==> src/rtl/byteswap_kernel_ctrl.sv <==
`default_nettype none
// ============================================================================
//  Module      : byteswap_kernel_ctrl
//  Description : ap_ctrl_hs sequencer in front of the vswap datapath stage.
//                Latches the host scalar arguments when ap_start is seen in
//                IDLE. Issues a one-cycle vswap_start pulse and waits for
//                vswap_done. It then returns ap_done/ap_ready for one cycle
//                and goes back to IDLE. Zero-length transfers skip the
//                datapath entirely. A saturating counter records the number
//                of cycles spent in START+RUN.
//  Revision    : 1.0 - initial release
// ----------------------------------------------------------------------------
//  Ports
//    ap_clk                  in   kernel clock
//    ap_rst_n                in   synchronous active-low reset
//    ap_start                in   level start from the control slave
//    ap_idle                 out  high while in IDLE
//    ap_done                 out  one-cycle completion pulse
//    ap_ready                out  one-cycle pulse, coincident with ap_done
//    arg_addr_offset         in   host buffer address argument
//    arg_xfer_size           in   host transfer size in bytes
//    arg_constant            in   host constant argument
//    ctrl_addr_offset        out  latched address to the datapath
//    ctrl_xfer_size_in_bytes out  latched size to the datapath
//    ctrl_constant           out  latched constant to the datapath
//    vswap_start             out  one-cycle start pulse to the datapath
//    vswap_done              in   completion pulse from the datapath
//    busy_cycles             out  START+RUN cycles of the last/current run
// ============================================================================
module byteswap_kernel_ctrl #(
    parameter int C_M_AXI_ADDR_WIDTH = 64,
    parameter int C_XFER_SIZE_WIDTH  = 32,
    parameter int C_WORD_BIT_WIDTH   = 32,
    parameter int C_CNT_WIDTH        = 32
) (
    input  logic                          ap_clk,
    input  logic                          ap_rst_n,
    input  logic                          ap_start,
    output logic                          ap_idle,
    output logic                          ap_done,
    output logic                          ap_ready,
    input  logic [C_M_AXI_ADDR_WIDTH-1:0] arg_addr_offset,
    input  logic [C_XFER_SIZE_WIDTH-1:0]  arg_xfer_size,
    input  logic [C_WORD_BIT_WIDTH-1:0]   arg_constant,
    output logic [C_M_AXI_ADDR_WIDTH-1:0] ctrl_addr_offset,
    output logic [C_XFER_SIZE_WIDTH-1:0]  ctrl_xfer_size_in_bytes,
    output logic [C_WORD_BIT_WIDTH-1:0]   ctrl_constant,
    output logic                          vswap_start,
    input  logic                          vswap_done,
    output logic [C_CNT_WIDTH-1:0]        busy_cycles
);

    typedef enum logic [1:0] {
        S_IDLE  = 2'd0,
        S_START = 2'd1,
        S_RUN   = 2'd2,
        S_DONE  = 2'd3
    } state_t;

    localparam logic [C_CNT_WIDTH-1:0] c_cnt_max = '1;

    state_t                          r_state;
    logic                            r_idle;
    logic                            r_done;
    logic                            r_ready;
    logic                            r_vstart;
    logic [C_M_AXI_ADDR_WIDTH-1:0]   r_addr;
    logic [C_XFER_SIZE_WIDTH-1:0]    r_size;
    logic [C_WORD_BIT_WIDTH-1:0]     r_const;
    logic [C_CNT_WIDTH-1:0]          r_busy;

    logic                            w_busy_active;
    logic                            w_busy_sat;

    // The counter accumulates only while the kernel is actually working.
    assign w_busy_active = (r_state == S_START) || (r_state == S_RUN);
    assign w_busy_sat    = (r_busy == c_cnt_max);

    always_ff @(posedge ap_clk) begin
        if (!ap_rst_n) begin
            r_state  <= S_IDLE;
            r_idle   <= 1'b1;
            r_done   <= 1'b0;
            r_ready  <= 1'b0;
            r_vstart <= 1'b0;
            r_addr   <= '0;
            r_size   <= '0;
            r_const  <= '0;
            r_busy   <= '0;
        end else begin
            // Pulse outputs default low; each state raises them explicitly.
            r_done   <= 1'b0;
            r_ready  <= 1'b0;
            r_vstart <= 1'b0;

            if (w_busy_active && !w_busy_sat) begin
                r_busy <= r_busy + 1'b1;
            end

            case (r_state)
                S_IDLE: begin
                    if (ap_start) begin
                        r_addr   <= arg_addr_offset;
                        r_size   <= arg_xfer_size;
                        r_const  <= arg_constant;
                        r_busy   <= '0;
                        r_idle   <= 1'b0;
                        r_state  <= S_START;
                        // The pulse is registered, so it is decided from the
                        // live argument here; it then lines up exactly with
                        // the START cycle. A zero-length run never pulses.
                        r_vstart <= (arg_xfer_size != '0);
                    end
                end

                S_START: begin
                    // vswap_done is deliberately not looked at here: the
                    // datapath cannot finish in the cycle it is started.
                    if (r_size == '0) begin
                        r_state <= S_DONE;
                        r_done  <= 1'b1;
                        r_ready <= 1'b1;
                    end else begin
                        r_state <= S_RUN;
                    end
                end

                S_RUN: begin
                    if (vswap_done) begin
                        r_state <= S_DONE;
                        r_done  <= 1'b1;
                        r_ready <= 1'b1;
                    end
                end

                S_DONE: begin
                    // ap_start is not sampled here; a held start is picked up
                    // in the following IDLE cycle, so ap_idle is visible for
                    // one cycle between back-to-back runs.
                    r_state <= S_IDLE;
                    r_idle  <= 1'b1;
                end

                default: begin
                    r_state <= S_IDLE;
                    r_idle  <= 1'b1;
                end
            endcase
        end
    end

    assign ap_idle                 = r_idle;
    assign ap_done                 = r_done;
    assign ap_ready                = r_ready;
    assign vswap_start             = r_vstart;
    assign ctrl_addr_offset        = r_addr;
    assign ctrl_xfer_size_in_bytes = r_size;
    assign ctrl_constant           = r_const;
    assign busy_cycles             = r_busy;

endmodule
`default_nettype wire

==> config.mk <==
export PLATFORM = sky130hd
export DESIGN_NAME = byteswap_kernel_ctrl
export DESIGN_NICKNAME = d
export VERILOG_FILES = /design/src/rtl/byteswap_kernel_ctrl.sv
export SDC_FILE = /design/constraint.sdc
export NUM_CORES = 1
export LEC_CHECK = 0
export CORE_MARGIN = 2
export CORE_UTILIZATION = 35
export DETAILED_ROUTE_END_ITERATION = 10
export GPL_ROUTABILITY_DRIVEN = 0
export PLACE_DENSITY_LB_ADDON = 0.15
export SETUP_SLACK_MARGIN = 0.5
export SKIP_LAST_GASP = 1
export SYNTH_ARGS = -nofsm -noshare
export SYNTH_HDL_FRONTEND = slang
export SYNTH_SLANG_ARGS = --single-unit
export TNS_END_PERCENT = 30
==> constraint.sdc <==
create_clock -name ap_clk -period 4.8 [get_ports ap_clk]
set_clock_uncertainty 0.1 [all_clocks]
set_input_delay 0.48 -clock ap_clk [delete_from_list [all_inputs] [get_ports ap_clk]]
set_output_delay 0.48 -clock ap_clk [all_outputs]
set_load 0.02 [all_outputs]
==> run summary, run 1 <==
Clk buf depth - 2
Yosys reg bits - 165
Clk Latency, worst-skew pair - 0.42 ns
# rows - 47
Final std cells w/o fill - 1055
Syn_area_per_cell - 10.8 sq um
Worst path cell trace - nand4_1 > or4_1 > o21ai_0 > o21ai_0 > a21oi_1
Max-cap viol count - 0
Hold Fails Final Rpt - 0
Die H - 133 microns
VDD IR max - 283 uV
Initial antenna violation count - 0
Slowest cell delay on critical path - 0.91 ns
Routed len/inst - 18.3 microns
Vias in the first global route - 5620
Hold_sp - ctrl_addr_offset[57]
Initial core utilization - 0.356
RSZ-0062 raised after global routing - no
Router iterations before antenna repair - 4
Leak pwr - 3.48 nW
CP dominant cell by count - o21ai_0
Antenna-violating nets left - 0
N_diodes - 0
CTS resizes - 0
Layout cell share with drive strength beyond 1 - 0.0491
Total grt overflow - 0
IO Pins - 296
Wire length of the first global-routing pass - 30.0 mm
Port bufs - 295
Crit end category - flop
Dpl cells - 1024
Area delta synth->final - 62.8%
Via density - 5.25
Fin crit period - 2.99 ns
Critical path class - reg -> reg
Synth Flop Type - dfxtp_1
Number of enable flip-flop cells after synthesis - 0
CTS tree - yes
Gr usage total - 0.215
HP Class - reg -> reg
H-tree depth - 4
Seq/Total Area, Yosys - 0.563
Die ar. - 17800 sq um
Crit path DAT - 3.23 ns
Inserted Clock Buffers - 17
Placed instance area - 8970 sq um
Final core occ - 0.580
Post-DP HPWL - 14.4 mm
Syn Nets - 682
Worst Setup SP - busy_cycles[26]
Async SR Flop Fraction - 0
DR vias - 5539
Final setup viols - 0
Total Wirelength - 19.3 mm
Pwr Density - 476 nW/um^2
Setup TNS - 0 ns
Worst path required time - 5.05 ns
Clock transition at the registers of the reported paths - 0.06 ns
Final-layout fill cell count - 1408
DRC violations left - 0
CP max-delay cell - o21ai_0
Pin count of the biggest net entering global routing - 103
1st-iter DRT viols - 315
WHS - 0.378 ns
CTS hold repair buffers - 0
Chip width - 133 microns
Cell area after layout - 9550 sq um
Crit start category - flop
Post-synthesis cell type count - 39
Fmax - 0.335 GHz
Total Nets Final - 960
Status - finished, final reports clean
Clock Sink Count - 165
Max Slew Vio Count - 0
CTS root buf - clkbuf_16
Worst Tran Pin Value - 1.13 ns
CP Max Fanout - 13
Post-Syn Area - 5860 sq um
Core area - 16500 sq um
Post-CTS setup repair buffer count - 0
Gate Count Post-Synth - 545
Max_slew headroom - 0.238
Final Cycle Share - 0.622
Yosys Warn Count - 0
Reg2Reg Launch Point - busy_cycles[26]
flip-flops by register name (all words and copies together), names as in the netlist:
register                 count
ctrl_xfer_size_in_bytes     32
busy_cycles                 32
ctrl_addr_offset            64
ctrl_constant               32
r_state                      2
ap_idle                      1
ap_ready                     1
vswap_start                  1
cells by family (layout without fill, tap and decap cells):
logic type,after synthesis,count (layout),synth area share
buf+inv,45,335,0.0301
simple gates,138,138,0.129
compound gates,172,172,0.237
xor+xnor,18,18,0.0269
flops,165,165,0.563
mux,2,2,0.00341
fa+ha+maj,5,5,0.0107
metal layers:
layer | vias to the layer above | share of wire | track usage
met5 | - | 0 | 0
met4 | 0 | 0.036 | 0.105
met3 | 42 | 0.074 | 0.0734
met2 | 220 | 0.50 | 0.370
met1 | 2643 | 0.39 | 0.238
li1 | 2634 | - | -
power by group:
part | switching, mW | total [mW] | internal [mW] | leakage, nW
registers | 0.160 | 1.77 | 1.61 | 1.35
logic | 0.756 | 1.44 | 0.685 | 1.86
clock network | 0.569 | 1.34 | 0.769 | 0.268
total | 1.48 | 4.55 | 3.06 | 3.48
metrics by stage:
step	worst slack [ns]	power [mW]
floorplan	2.29	2.51
global placement	1.99	3.21
detailed placement	1.89	3.24
CTS	1.88	4.59
global route	1.50	4.75
finish	1.81	4.55
final cells by class:
| class | count | area [sq um] | share of cell area |
|---|---|---|---|
| Clock buffer | 17 | 425 | 0.0445 |
| Tap cell | 220 | 275 | 0.0288 |
| Inverter | 6 | 22.5 | 0.00236 |
| Sequential cell | 165 | 3300 | 0.346 |
| Timing Repair Buffer | 298 | 2980 | 0.312 |
| Multi-Input combinational cell | 335 | 2390 | 0.251 |
| Clock inverter | 14 | 155 | 0.0162 |
cells in the final DEF (no fill, tap or decap), types with 2 or more instances in the layout:
master           count
clkdlybuf4s50_1    295
dfxtp_1            165
a22o_1             128
nor2_1              28
nor4_1              24
nand2_1             22
clkbuf_16           17
nand4_1             15
a21oi_1             15
nand3_1             13
o21ai_0             11
xnor2_1             11
or4_1                8
xor2_1               7
inv_1                6
nor3_1               5
o211ai_1             5
or3_1                5
ha_1                 5
clkinvlp_4           5
and4_1               4
a211oi_1             4
o31ai_1              3
nor4b_1              3
nor2b_1              3
clkinv_4             3
inv_6                3
buf_4                3
mux2i_1              2
o21a_1               2
bufinv_16            2
Yosys cell counts, types with 2 or more instances:
| master | instances | area [sq um] |
|---|---|---|
| o211ai_1 | 5 | 37.5 |
| o21ai_0 | 11 | 55.1 |
| nand4_1 | 15 | 93.8 |
| a211oi_1 | 4 | 30.0 |
| dfxtp_1 | 165 | 3300 |
| o21a_1 | 2 | 15.0 |
| clkbuf_1 | 31 | 116 |
| ha_1 | 5 | 62.6 |
| nor4_1 | 24 | 150 |
| inv_1 | 6 | 22.5 |
| xor2_1 | 7 | 61.3 |
| o31ai_1 | 3 | 22.5 |
| and4_1 | 4 | 35.0 |
| xnor2_1 | 11 | 96.3 |
| nor2b_1 | 3 | 18.8 |
| nand2_1 | 22 | 82.6 |
| nand3_1 | 13 | 65.1 |
| a21oi_1 | 15 | 75.1 |
| and3_1 | 2 | 12.5 |
| buf_1 | 4 | 15.0 |
| a22o_1 | 128 | 1120 |
| nor3_1 | 5 | 25.0 |
| nor2_1 | 28 | 105 |
| or4_1 | 8 | 60.1 |
| nor4b_1 | 3 | 26.3 |
| and2_1 | 2 | 12.5 |
| buf_2 | 2 | 10.0 |
| or3_1 | 5 | 31.3 |
| mux2i_1 | 2 | 20.0 |
worst max-delay path: cells and delay by family, from the launching register on:
family | cells | cell delay (ns)
AOI/OAI and AO/OA | 3 | 1.30
and+or+nand+nor | 2 | 1.08
DFF | 1 | 0.44
final timing paths:
check	cells past startpoint	slack, ns	to
hold reg to reg	1	0.38	ctrl_addr_offset[57]
setup reg to reg	5	1.81	busy_cycles[16]
hold / removal	1	0.38	ctrl_addr_offset[57]
setup / recovery	5	1.81	busy_cycles[16]
(Power assumes the default switching activity.)
==> inputs of run 2 (changes only) <==
Clock period 4.8 ns to 2.93 ns, I/O delays scaled along.
==> run summary, run 2 (synthesized netlist as in run 1, its figures left out) <==
Final std cells w/o fill - 1072 (+1.6%)
Multi-input logic area - 2410 sq um (+0.84%)
N_diodes - 0 (unchanged)
Final setup viols - 0 (unchanged)
Clock transition at the registers of the reported paths - 0.06 ns (about the same)
Clock Sink Count - 165 (unchanged)
IO Pins - 296 (unchanged)
Crit path DAT - 2.62 ns (-0.61 ns)
Cell area after layout - 9790 sq um (+2.6%)
Worst path required time - 3.18 ns (-1.87 ns)
Clk buf depth - 2 (unchanged)
Register area - 3330 sq um (+0.83%)
Clk Latency, worst-skew pair - 0.41 ns (about the same)
Final Cycle Share - 0.810 (+0.187)
Total Nets Final - 978 (+1.9%)
Pwr Density - 780 nW/um^2 (+64%)
Fin crit period - 2.37 ns (-0.614 ns)
Max Slew Vio Count - 0 (unchanged)
Final core occ - 0.595 (+0.0148)
Critical path class - reg -> reg
Leak pwr - 3.59 nW (+3.4%)
Antenna-violating nets left - 0 (unchanged)
Final Worst Setup Slack - 0.557 ns (-1.26 ns)
Clock network fraction of design power - 0.302 (+0.008)
Commonest non-fill, non-tap cell in the layout - clkdlybuf4s50_1
Fmax - 0.421 GHz (+26%)
Die H - 133 microns (unchanged)
# rows - 47 (unchanged)
CTS tree - yes
Routed len/inst - 18.6 microns (+1.4%)
Max_slew headroom - 0.461 (+0.223)
Worst slack at placement - 0.436 ns (-1.45 ns)
Sw Ratio - 0.313 (-0.0139)
DR vias - 5657 (+2.1%)
Post-DP HPWL - 14.7 mm (+2.7%)
Max-cap viol count - 0 (unchanged)
Crit start category - flop
Status - finished, final reports clean
Router iterations before antenna repair - 4 (unchanged)
Area delta synth->final - 67.0%
Hold Fails Final Rpt - 0 (unchanged)
Gr usage total - 0.219 (+0.00410)
Dpl cells - 1031 (+0.68%)
Internal power - 5.25 mW (+71%)
Final-layout fill cell count - 1383 (-1.8%)
Placed instance area - 9070 sq um (+1.1%)
CTS root buf - clkbuf_16
Combinational share of power - 0.320 (+0.003)
Worst Tran Pin Value - 0.802 ns (-0.331 ns)
Chip width - 133 microns (unchanged)
Flop pwr share - 0.378 (-0.011)
CTS hold repair buffers - 0 (unchanged)
Inserted Clock Buffers - 17 (unchanged)
1st-iter DRT viols - 222 (-30%)
Initial antenna violation count - 1 (+1)
RSZ-0062 raised after global routing - no
Total grt overflow - 0 (unchanged)
Worst reg2reg path depth - 5 (unchanged)
Layout cell share with drive strength beyond 1 - 0.0845 (+0.0354)
Hold Path Depth - 2 (+1)
DRC violations left - 0 (unchanged)
Via density - 5.28 (+0.51%)
Crit end category - flop
HP Class - in -> reg
CP Max Fanout - 7 (-6)
VDD IR max - 416 uV (+47%)
Core area - 16500 sq um (unchanged)
Total Wirelength - 19.9 mm (+3.0%)
Vias in the first global route - 5645 (+0.44%)
Die ar. - 17800 sq um (unchanged)
WHS - 0.364 ns (-0.0136 ns)
Most frequent cells in the layout - clkdlybuf4s50_1, dfxtp_1, a22o_1
Tot Pwr - 7.64 mW (+68%)
Largest register FFs - 64 (unchanged)
Wire length of the first global-routing pass - 30.6 mm (+2.0%)
Initial core utilization - 0.356 (unchanged)
H-tree depth - 4 (unchanged)
Port bufs - 295 (unchanged)
Psw - 2.39 mW (+61%)
Setup TNS - 0 ns (unchanged)
Pin count of the biggest net entering global routing - 110 (+6.8%)
[run 2: cell count changes in the layout (fill, tap and decap cells not counted), moves of 5 or more]
cell | previous run | this run
buf_4 | 3 | 18
dfxtp_1 | 165 | 153
dfxtp_2 | 0 | 7
dfxtp_4 | 0 | 5
[run 2: final cells by class]
| cell class | count | share of cell area |
|---|---|---|
| timing repair buffer | 316 | 0.321 |
| clock buffer | 21 | 0.0460 |
| tap | 220 | 0.0281 |
| clock inverter | 9 | 0.0157 |
| inverter | 6 | 0.00230 |
| sequential | 165 | 0.340 |
| multi-input combinational | 335 | 0.246 |
[run 2: final timing paths]
kind | start | to | slack (ns)
setup / recovery | busy_cycles[8] | busy_cycles[31] | 0.56
hold / removal | arg_constant[30] | ctrl_constant[30] | 0.36
setup reg to reg | busy_cycles[8] | busy_cycles[31] | 0.56
hold reg to reg | ctrl_addr_offset[19] | ctrl_addr_offset[19] | 0.38
[run 2: repair_timing]
action	CTS	global route
setup buffers	0	11
endpoints found under the setup margin	3	16
resized for setup	1	13
pin swaps	0	5
[run 2: power groups by stage]
stage               Combinational (mW)  Sequential [mW]  Clock, mW
floorplan                        0.768             3.35          0
global placement                  2.42             2.91          0
detailed placement                2.45             2.92          0
CTS                               2.45             2.89       2.36
global route                      2.59             2.93       2.45
finish                            2.44             2.89       2.30
[run 2: layer usage]
metal  track usage  up-vias  routed length, microns  part of all wire
li1              -     2672                       -                 -
met1         0.252     2734                    8020              0.40
met2         0.384      218                   10100              0.51
met3        0.0761       31                    1420             0.071
met4        0.0668        2                     346             0.017
met5             0        -                       8           0.00040
[run 2: critical path, stage by stage (launching register included)]
cell     delay [ns]
dfxtp_4        0.38
nand4_2        0.16
or4_4          0.62
or4_4          0.57
or3_1          0.34
a21oi_2        0.14
